--- src/rtl/game_pkg.sv ---
// Shared types and constants for the Red-Light-Green-Light referee.
package game_pkg;

    typedef enum logic [1:0] {IDLE, RUN, OVER} ref_state_t;

    localparam int MAX_PLAYERS  = 8;
    localparam int PLAYER_IDX_W = 3;

    // Lowest set bit wins, so simultaneous finishers resolve to the smaller index.
    function automatic logic [PLAYER_IDX_W-1:0] lowest_set(input logic [MAX_PLAYERS-1:0] v);
        logic [PLAYER_IDX_W-1:0] idx;
        idx = '0;
        for (int i = MAX_PLAYERS - 1; i >= 0; i--) begin
            if (v[i]) idx = PLAYER_IDX_W'(i);
        end
        return idx;
    endfunction

endpackage

--- src/rtl/game_referee_sync2.sv ---
// Parameterized-width 2-flop synchronizer with synchronous active-high reset.
module sync2 #(
    parameter int W = 1
) (
    input  logic         clk,
    input  logic         rst,
    input  logic [W-1:0] d_i,
    output logic [W-1:0] q_o
);

    logic [W-1:0] meta_q;
    logic [W-1:0] sync_q;

    always_ff @(posedge clk) begin
        if (rst) begin
            meta_q <= '0;
            sync_q <= '0;
        end else begin
            meta_q <= d_i;
            sync_q <= meta_q;
        end
    end

    assign q_o = sync_q;

endmodule

--- src/rtl/game_referee.sv ---
// Red-Light-Green-Light referee: eliminates movers during red, tracks finishers and the round timer.
// Optional grace window after red onset is enabled with `define REFEREE_GRACE_EN.
module game_referee
    import game_pkg::*;
#(
    parameter int          N_PLAYERS    = 4,
    parameter logic [31:0] GRACE_CYCLES = 32'd50_000_000,
    parameter logic [31:0] TIME_LIMIT   = 32'd3_000_000_000
) (
    input  logic                    clk,
    input  logic                    rst,
    input  logic                    red,
    input  logic                    green,
    input  logic                    start,
    input  logic [N_PLAYERS-1:0]    move,
    input  logic [N_PLAYERS-1:0]    finish,
    output logic [N_PLAYERS-1:0]    alive,
    output logic [N_PLAYERS-1:0]    finished,
    output logic                    running,
    output logic                    game_over,
    output logic                    winner_valid,
    output logic [PLAYER_IDX_W-1:0] winner
);

    if (N_PLAYERS < 1 || N_PLAYERS > MAX_PLAYERS) begin : g_bad_cfg
        $error("game_referee: N_PLAYERS must be 1..8");
    end

    logic [1:0]           light_s;
    logic                 red_s;
    logic                 green_s;
    logic [N_PLAYERS-1:0] move_s;
    logic [N_PLAYERS-1:0] finish_s;

    sync2 #(.W(2)) u_sync_light (
        .clk (clk),
        .rst (rst),
        .d_i ({red, green}),
        .q_o (light_s)
    );

    sync2 #(.W(N_PLAYERS)) u_sync_move (
        .clk (clk),
        .rst (rst),
        .d_i (move),
        .q_o (move_s)
    );

    sync2 #(.W(N_PLAYERS)) u_sync_finish (
        .clk (clk),
        .rst (rst),
        .d_i (finish),
        .q_o (finish_s)
    );

    assign red_s   = light_s[1];
    assign green_s = light_s[0];

    // Only a clean green (green without red) counts as green; anything else is red.
    logic red_phase;
    assign red_phase = !(green_s && !red_s);

    ref_state_t              state_q, state_d;
    logic [31:0]             timer_q, timer_d;
    logic [N_PLAYERS-1:0]    alive_q, alive_d;
    logic [N_PLAYERS-1:0]    finished_q, finished_d;
    logic                    winner_valid_q, winner_valid_d;
    logic [PLAYER_IDX_W-1:0] winner_q, winner_d;
    logic                    running_q, game_over_q;

    logic round_start;
    logic elim_armed;
    assign round_start = start && (state_q != RUN);

`ifdef REFEREE_GRACE_EN
    logic [31:0] grace_q, grace_d;
    logic        red_phase_q;

    always_comb begin
        grace_d = grace_q;
        if (round_start || !red_phase) begin
            grace_d = '0;
        end else if (!red_phase_q) begin
            grace_d = GRACE_CYCLES;
        end else if (grace_q != '0) begin
            grace_d = grace_q - 32'd1;
        end
    end

    always_ff @(posedge clk) begin
        if (rst) begin
            grace_q     <= '0;
            red_phase_q <= 1'b0;
        end else begin
            grace_q     <= grace_d;
            red_phase_q <= red_phase;
        end
    end

    // The rise cycle itself is still inside the window: the load only lands next cycle.
    assign elim_armed = red_phase && red_phase_q && (grace_q == '0);
`else
    assign elim_armed = red_phase;
`endif

    logic [N_PLAYERS-1:0] elim;
    logic [N_PLAYERS-1:0] fin_new;

    always_comb begin
        state_d        = state_q;
        timer_d        = timer_q;
        alive_d        = alive_q;
        finished_d     = finished_q;
        winner_valid_d = winner_valid_q;
        winner_d       = winner_q;
        elim           = '0;
        fin_new        = '0;
        case (state_q)
            IDLE, OVER: begin
                if (start) begin
                    state_d        = RUN;
                    timer_d        = '0;
                    alive_d        = '1;
                    finished_d     = '0;
                    winner_valid_d = 1'b0;
                end
            end
            RUN: begin
                timer_d    = timer_q + 32'd1;
                // Elimination beats a same-cycle finish for the same player.
                elim       = {N_PLAYERS{elim_armed}} & move_s & alive_q & ~finished_q;
                fin_new    = finish_s & alive_q & ~finished_q & ~elim;
                alive_d    = alive_q & ~elim;
                finished_d = finished_q | fin_new;
                if (!winner_valid_q && (fin_new != '0)) begin
                    winner_valid_d = 1'b1;
                    winner_d       = lowest_set(MAX_PLAYERS'(fin_new));
                end
                if (timer_q == TIME_LIMIT - 32'd1) begin
                    state_d = OVER;
                    alive_d = alive_d & finished_d;
                end else if ((~alive_q | finished_q) == '1) begin
                    state_d = OVER;
                end
            end
            default: state_d = IDLE;
        endcase
    end

    always_ff @(posedge clk) begin
        if (rst) begin
            state_q        <= IDLE;
            timer_q        <= '0;
            alive_q        <= '0;
            finished_q     <= '0;
            winner_valid_q <= 1'b0;
            winner_q       <= '0;
            running_q      <= 1'b0;
            game_over_q    <= 1'b0;
        end else begin
            state_q        <= state_d;
            timer_q        <= timer_d;
            alive_q        <= alive_d;
            finished_q     <= finished_d;
            winner_valid_q <= winner_valid_d;
            winner_q       <= winner_d;
            running_q      <= (state_d == RUN);
            game_over_q    <= (state_d == OVER);
        end
    end

    assign alive        = alive_q;
    assign finished     = finished_q;
    assign running      = running_q;
    assign game_over    = game_over_q;
    assign winner_valid = winner_valid_q;
    assign winner       = winner_q;

endmodule
--- config.mk ---
export PLATFORM = sky130hd
export DESIGN_NAME = game_referee
export DESIGN_NICKNAME = d
export VERILOG_FILES = /design/src/rtl/game_pkg.sv /design/src/rtl/game_referee_sync2.sv /design/src/rtl/game_referee.sv
export SDC_FILE = /design/constraint.sdc
export NUM_CORES = 1
export LEC_CHECK = 0
export CAP_MARGIN = 25
export CORE_UTILIZATION = 42
export CTS_BUF_LIST = sky130_fd_sc_hd__clkbuf_4 sky130_fd_sc_hd__clkbuf_8 sky130_fd_sc_hd__clkbuf_16
export CTS_CLUSTER_DIAMETER = 30
export DETAILED_ROUTE_END_ITERATION = 10
export HOLD_SLACK_MARGIN = 0.08
export PLACE_DENSITY = 0.69
export SYNTH_ARGS = -nofsm -noshare
export SYNTH_HDL_FRONTEND = slang
export SYNTH_SLANG_ARGS = --single-unit
--- constraint.sdc ---
create_clock -name clk -period 3.8 [get_ports clk]
set_clock_uncertainty 0.1 [all_clocks]
set_input_delay 0.76 -clock clk [delete_from_list [all_inputs] [get_ports clk]]
set_output_delay 0.76 -clock clk [all_outputs]
set_load 0.005 [all_outputs]
* Yosys cells after proc, flatten, opt, wreduce, memory -nomap -nowiden
Cells that the tools add are included.
** Word-level totals
- Bits in registers :: 68
- Latch bits :: 0
- Memory bits (writable) :: 0
- ROM bits :: 0
- Input bits :: 13
- Output and inout bits :: 14
- Word-level logic and storage cells :: 66
- Memories kept :: 0
** Cells by class
- Add/sub/neg operators :: 1
- Multiply operators :: 0
- Div/mod/pow operators :: 0
- Magnitude comparators :: 0
- Equality and inequality tests :: 8
- Shifts and indexed selects :: 0
- Multiplexer cells :: 18
- Bitwise gates (word level) :: 13
- Reduce and logical (&&, ||, !) cells :: 12
** Operator list (number)
- $pmux 32 s2 :: 1
- $add 32x1->32 const B :: 1
- $and 4x4->4 :: 8
- $eq 32x32->1 const B :: 1
- $mux 32 :: 1
- $pmux 4 s2 :: 2
- $mux 4 :: 3
- $not 4->4 :: 3
- $mux 3 :: 3
- $mux 2 :: 4
- $or 4x4->4 :: 2
- $eq 2x1->1 const B :: 2
- $eq 2x2->1 const B :: 2
- $eq 4x4->1 const B :: 1
- $ne 2x2->1 const B :: 2
- $pmux 2 s2 :: 1
- $reduce_and 2->1 :: 2
- $reduce_bool 4->1 :: 1
- $logic_not 1->1 :: 3
- $reduce_and 3->1 :: 1
- $logic_and 1x1->1 :: 2
- $logic_not 2->1 :: 1
- $mux 1 :: 2
- $pmux 1 s2 :: 1
- 2 further kinds :: 2

* Logic depth before layout (Yosys ltp)
- Word-level depth :: 12
- Depth in mapped cells :: 6

* By module
Synthesis repeated with hierarchy kept, for this count alone.
** Unflattened totals
- Cell total of the unflattened synthesis :: 351
- Area, all modules :: 3089.2 um^2
** By module, submodules not included
- game_referee :: instances 1, cells each 311, area an instance 2563.7 um^2
- sync2 (u_sync_finish ...) :: instances 2, cells each 16, area an instance 210.2 um^2
- sync2 (u_sync_light) :: instances 1, cells each 8, area an instance 105.1 um^2

* Least setup slack after synthesis
Ideal clock, no wire load.
- Kind :: reg-to-reg
- Start :: reg timer_q[0]
- End :: reg timer_q[16]
- Library setup time :: 0.070 ns
- Data arrival time :: 1.765 ns
- Required time :: 3.630 ns
- Slack :: 1.864 ns
- Stages on the path, launching flop included :: 7
- Path buffers :: 1
- Cells stage by stage :: dfxtp_1 > ha_1 > nand3_2 > or4_1 > buf_2 > or3_1 > a21oi_1
** Between the ends
- Longest elaborated chain between the ends :: 2
** RTL lines
- start: declaration :: line game_referee.sv:64 : logic [31:0] timer_q, timer_d;
- start signal: assignment :: line game_referee.sv:162 : timer_q <= timer_d;
- $add 32x1->32 :: line game_referee.sv:129 : timer_d = timer_q + 32'd1;
- $pmux 32 s2 :: line game_referee.sv:118 : case (state_q)
No other way between the ends.
A chain may end at the register's enable or synchronous reset.

* Worst setup path after layout
- Start :: reg timer_q[0]
- End :: reg timer_q[30]
Same word-level chain as after synthesis.

==> metrics.cfg <==
[status]
status=complete, no violations

[floorplan]
rows=30
initial_core_util=0.442
num_io_pins=27
die_w_um=87.0
dieArea_um2=7570
coreArea_um2=6870
die_h_um=87.0

[sta]
finalHoldViolCount=0
relSlewSlack=0.416
worst_slew_pin_slew_ps=869
drv_slew=0
rsz0062_at_grt=no
min_period_ps=2260
tns_ps=0
setup_violations=0
fin_crit_sh=0.594
max_clock_freq_ghz=0.443

[clock_tree]
cts_resized=0
numCtsBuffers=9
cts_tree=yes
h-tree-depth=3
cts.path.max_buffers=2
postCtsSetupBuffers=0
cts_hold_buf=0
cts.sinks=67
root_buffer=clkbuf_8
worstSkewPairLatency_ps=360
clk_pin_slew_worst_paths_ps=80

[hold_path]
whs_endpoint=u_sync_light.q_o[0]$_SDFF_PP0_
hold_depth=1
hold_start=u_sync_light.meta_q[0]$_SDFF_PP0_
min_path_type=flop to flop

[grt]
antenna_found_initial=0
grt_pass1_wl_mm=11.2
grt_usage=0.194
grt_overflow_total=0
first_global_vias=2408
grt_max_degree=34

[synthesis]
syn_area_um2=3040
synthDistinctLibCells=46
synthArstFlopShare=0
syn_area_per_cell_um2=8.80
yosys_warnings=0
synthFlopType=dfxtp_1
ys_seq_area_frac=0.442
synth_seq_cells=67
synth_nets=359
syn_inst=345
synth_edf_count=0

[power_and_ir_drop]
power_frac_comb=0.076
p_per_area_nw_per_um2=411
netSwitchingPower_mw=0.379
p_clk_frac=0.423
irDropWorstVdd_mv=0.288
p_int_mw=1.09
seq_power_share=0.502
finalPower_mw=1.46
swShare=0.259
power_leakage_nw=1.21

[worst_setup_path]
crit_chain=ha_1 > nand3_2 > nor4_2 > nand4_1 > mux2_2
max_stage_delay_ps=720
reg2reg_setup_slack_ps=1540
crit_arrival_ps=2410
worstPathRequired_ps=3950
start_kind=flop
cp_slowest_cell=nor4_2
cp-end-kind=flop
path_buf_inv=0
rr_endpoint=timer_q[30]$_SDFFE_PP0P_
critPathTopFamily=simple AND/OR/NAND/NOR gates
critPathMaxFanout=8
reg2reg_from=timer_q[0]$_SDFFE_PP0P_
crit_type=flop to flop
ff2ff_path_depth=5

[cells_and_area]
seq_area_um2=1340
final-instance-count-excl-fill=468
multi_input_area_um2=1590
antennaDiodeCount=0
nets=381
num-fill-cells=652
layout-drive-gt1-share=0.102
layout_common_cells=67 x dfxtp_1, 35 x a21oi_1, 26 x nor2b_1
area_growth_pct=17.5
final_common_cell=dfxtp_1

[drt]
drt_iter0_markers=207
ant_nets=0
wirelength_mm=6.77
via_per_inst=5.66
post_drt_wl_per_cell_um=14.5
drc_errors=0
num_vias=2650
dr.pass1.iters=5

[flow_run]
max_cap_violations=0

[placement]
gp_congestion=0.860
dp_hpwl_mm=4.68
io_buffers=25
place_inst=452

==> power groups by stage <==
| stage | clock network [mW] | registers [mW] | logic, mW |
|---|---|---|---|
| CTS | 0.638 | 0.735 | 0.112 |
| global placement | 0 | 0.750 | 0.110 |
| floorplan | 0 | 0.748 | 0.0645 |
| detailed placement | 0 | 0.751 | 0.111 |
| finish | 0.619 | 0.735 | 0.111 |
| global route | 0.665 | 0.737 | 0.122 |
==> how the worst max path moves through the flow <==
stage                                    end  depth (start not counted)  slack [ps]                    start
CTS                 timer_q[28]$_SDFFE_PP0P_                          5        1520  timer_q[0]$_SDFFE_PP0P_
global route        timer_q[28]$_SDFFE_PP0P_                          5        1410  timer_q[0]$_SDFFE_PP0P_
floorplan           timer_q[16]$_SDFFE_PP0P_                          6        1860  timer_q[0]$_SDFFE_PP0P_
detailed placement  timer_q[31]$_SDFFE_PP0P_                          5        1300                    start
global placement    timer_q[31]$_SDFFE_PP0P_                          5        1340                    start
finish              timer_q[30]$_SDFFE_PP0P_                          5        1540  timer_q[0]$_SDFFE_PP0P_
==> cells in the mapped netlist, types with 2 or more instances <==
master    instances  area share
inv_1             7      0.0087
o311ai_0          4       0.012
clkbuf_1         15       0.019
dfxtp_1          67        0.44
mux2i_1           2      0.0066
a211oi_1          2      0.0049
nor2_1           17       0.021
a21oi_1          35       0.058
nor3_1           10       0.016
o211ai_1         13       0.032
a21o_1            6       0.015
nor4bb_1          2      0.0066
a31o_2            2      0.0058
and3_1            8       0.016
nand3b_1          6       0.015
nand3_1          15       0.025
and4_1            2      0.0058
or4_1             7       0.017
nor4b_1           5       0.014
nand2_1          23       0.028
nand4_1          16       0.033
or2_2             3      0.0062
o22ai_1           2      0.0041
o31a_1            2      0.0058
nor4_1            6       0.012
mux2_2            7       0.026
nor2b_1          26       0.054
buf_2             2      0.0033
nand2b_1          4      0.0082
or3_1            10       0.021
nand4b_1          4       0.012
==> logic make-up after synthesis <==
kind of cell | after synthesis | share of synthesized area
other | 1 | 0.00124
XOR/XNOR | 1 | 0.00289
adder cells (fa/ha/maj) | 1 | 0.00412
flip-flops | 67 | 0.442
AND/OR/NAND/NOR | 170 | 0.336
multiplexers | 9 | 0.0326
buffers and inverters | 26 | 0.0342
AO/OA/AOI/OAI | 70 | 0.147
==> metal layers <==
layer	vias to the layer above	wire (µm)	part of all wire	GRT usage
met4	0	97	0.014	0.0682
met5	-	0	0	0
met2	54	3270	0.48	0.316
met1	1264	3050	0.45	0.240
li1	1323	-	-	-
met3	9	346	0.051	0.0635
==> metrics by stage <==
stage                     setup WS (ps)  area (µm²)  hold WS (ps)  utilization
after CTS                          1520        3570           339        0.519
after floorplan                    1860        3040           314            -
after global placement             1340        3360           317        0.489
after detailed placement           1300        3360           320        0.489
after global routing               1410        3570           361        0.519
final                              1540        3570           336        0.519
==> worst register-to-register path: stages, from the launching register on <==
cell,delay [ps]
dfxtp_1,400
ha_1,240
nand3_2,180
nor4_2,720
nand4_1,200
mux2_2,320
==> registers in the layout (all words and copies together) (netlist names), 4 cells and up <==
name	count
timer_q	32
alive	4
finished	4
u_sync_finish.meta_q	4
u_sync_finish.q_o	4
u_sync_move.meta_q	4
u_sync_move.q_o	4
==> cell type report <==
cell class                      count  share of cell area
Multi-Input combinational cell    252               0.446
Sequential cell                    67               0.376
Timing Repair Buffer               30              0.0793
Clock buffer                        9              0.0347
Tap cell                           96              0.0337
Clock inverter                      7              0.0228
Inverter                            7             0.00737
Note: power is estimated with default switching activity, not from simulation.
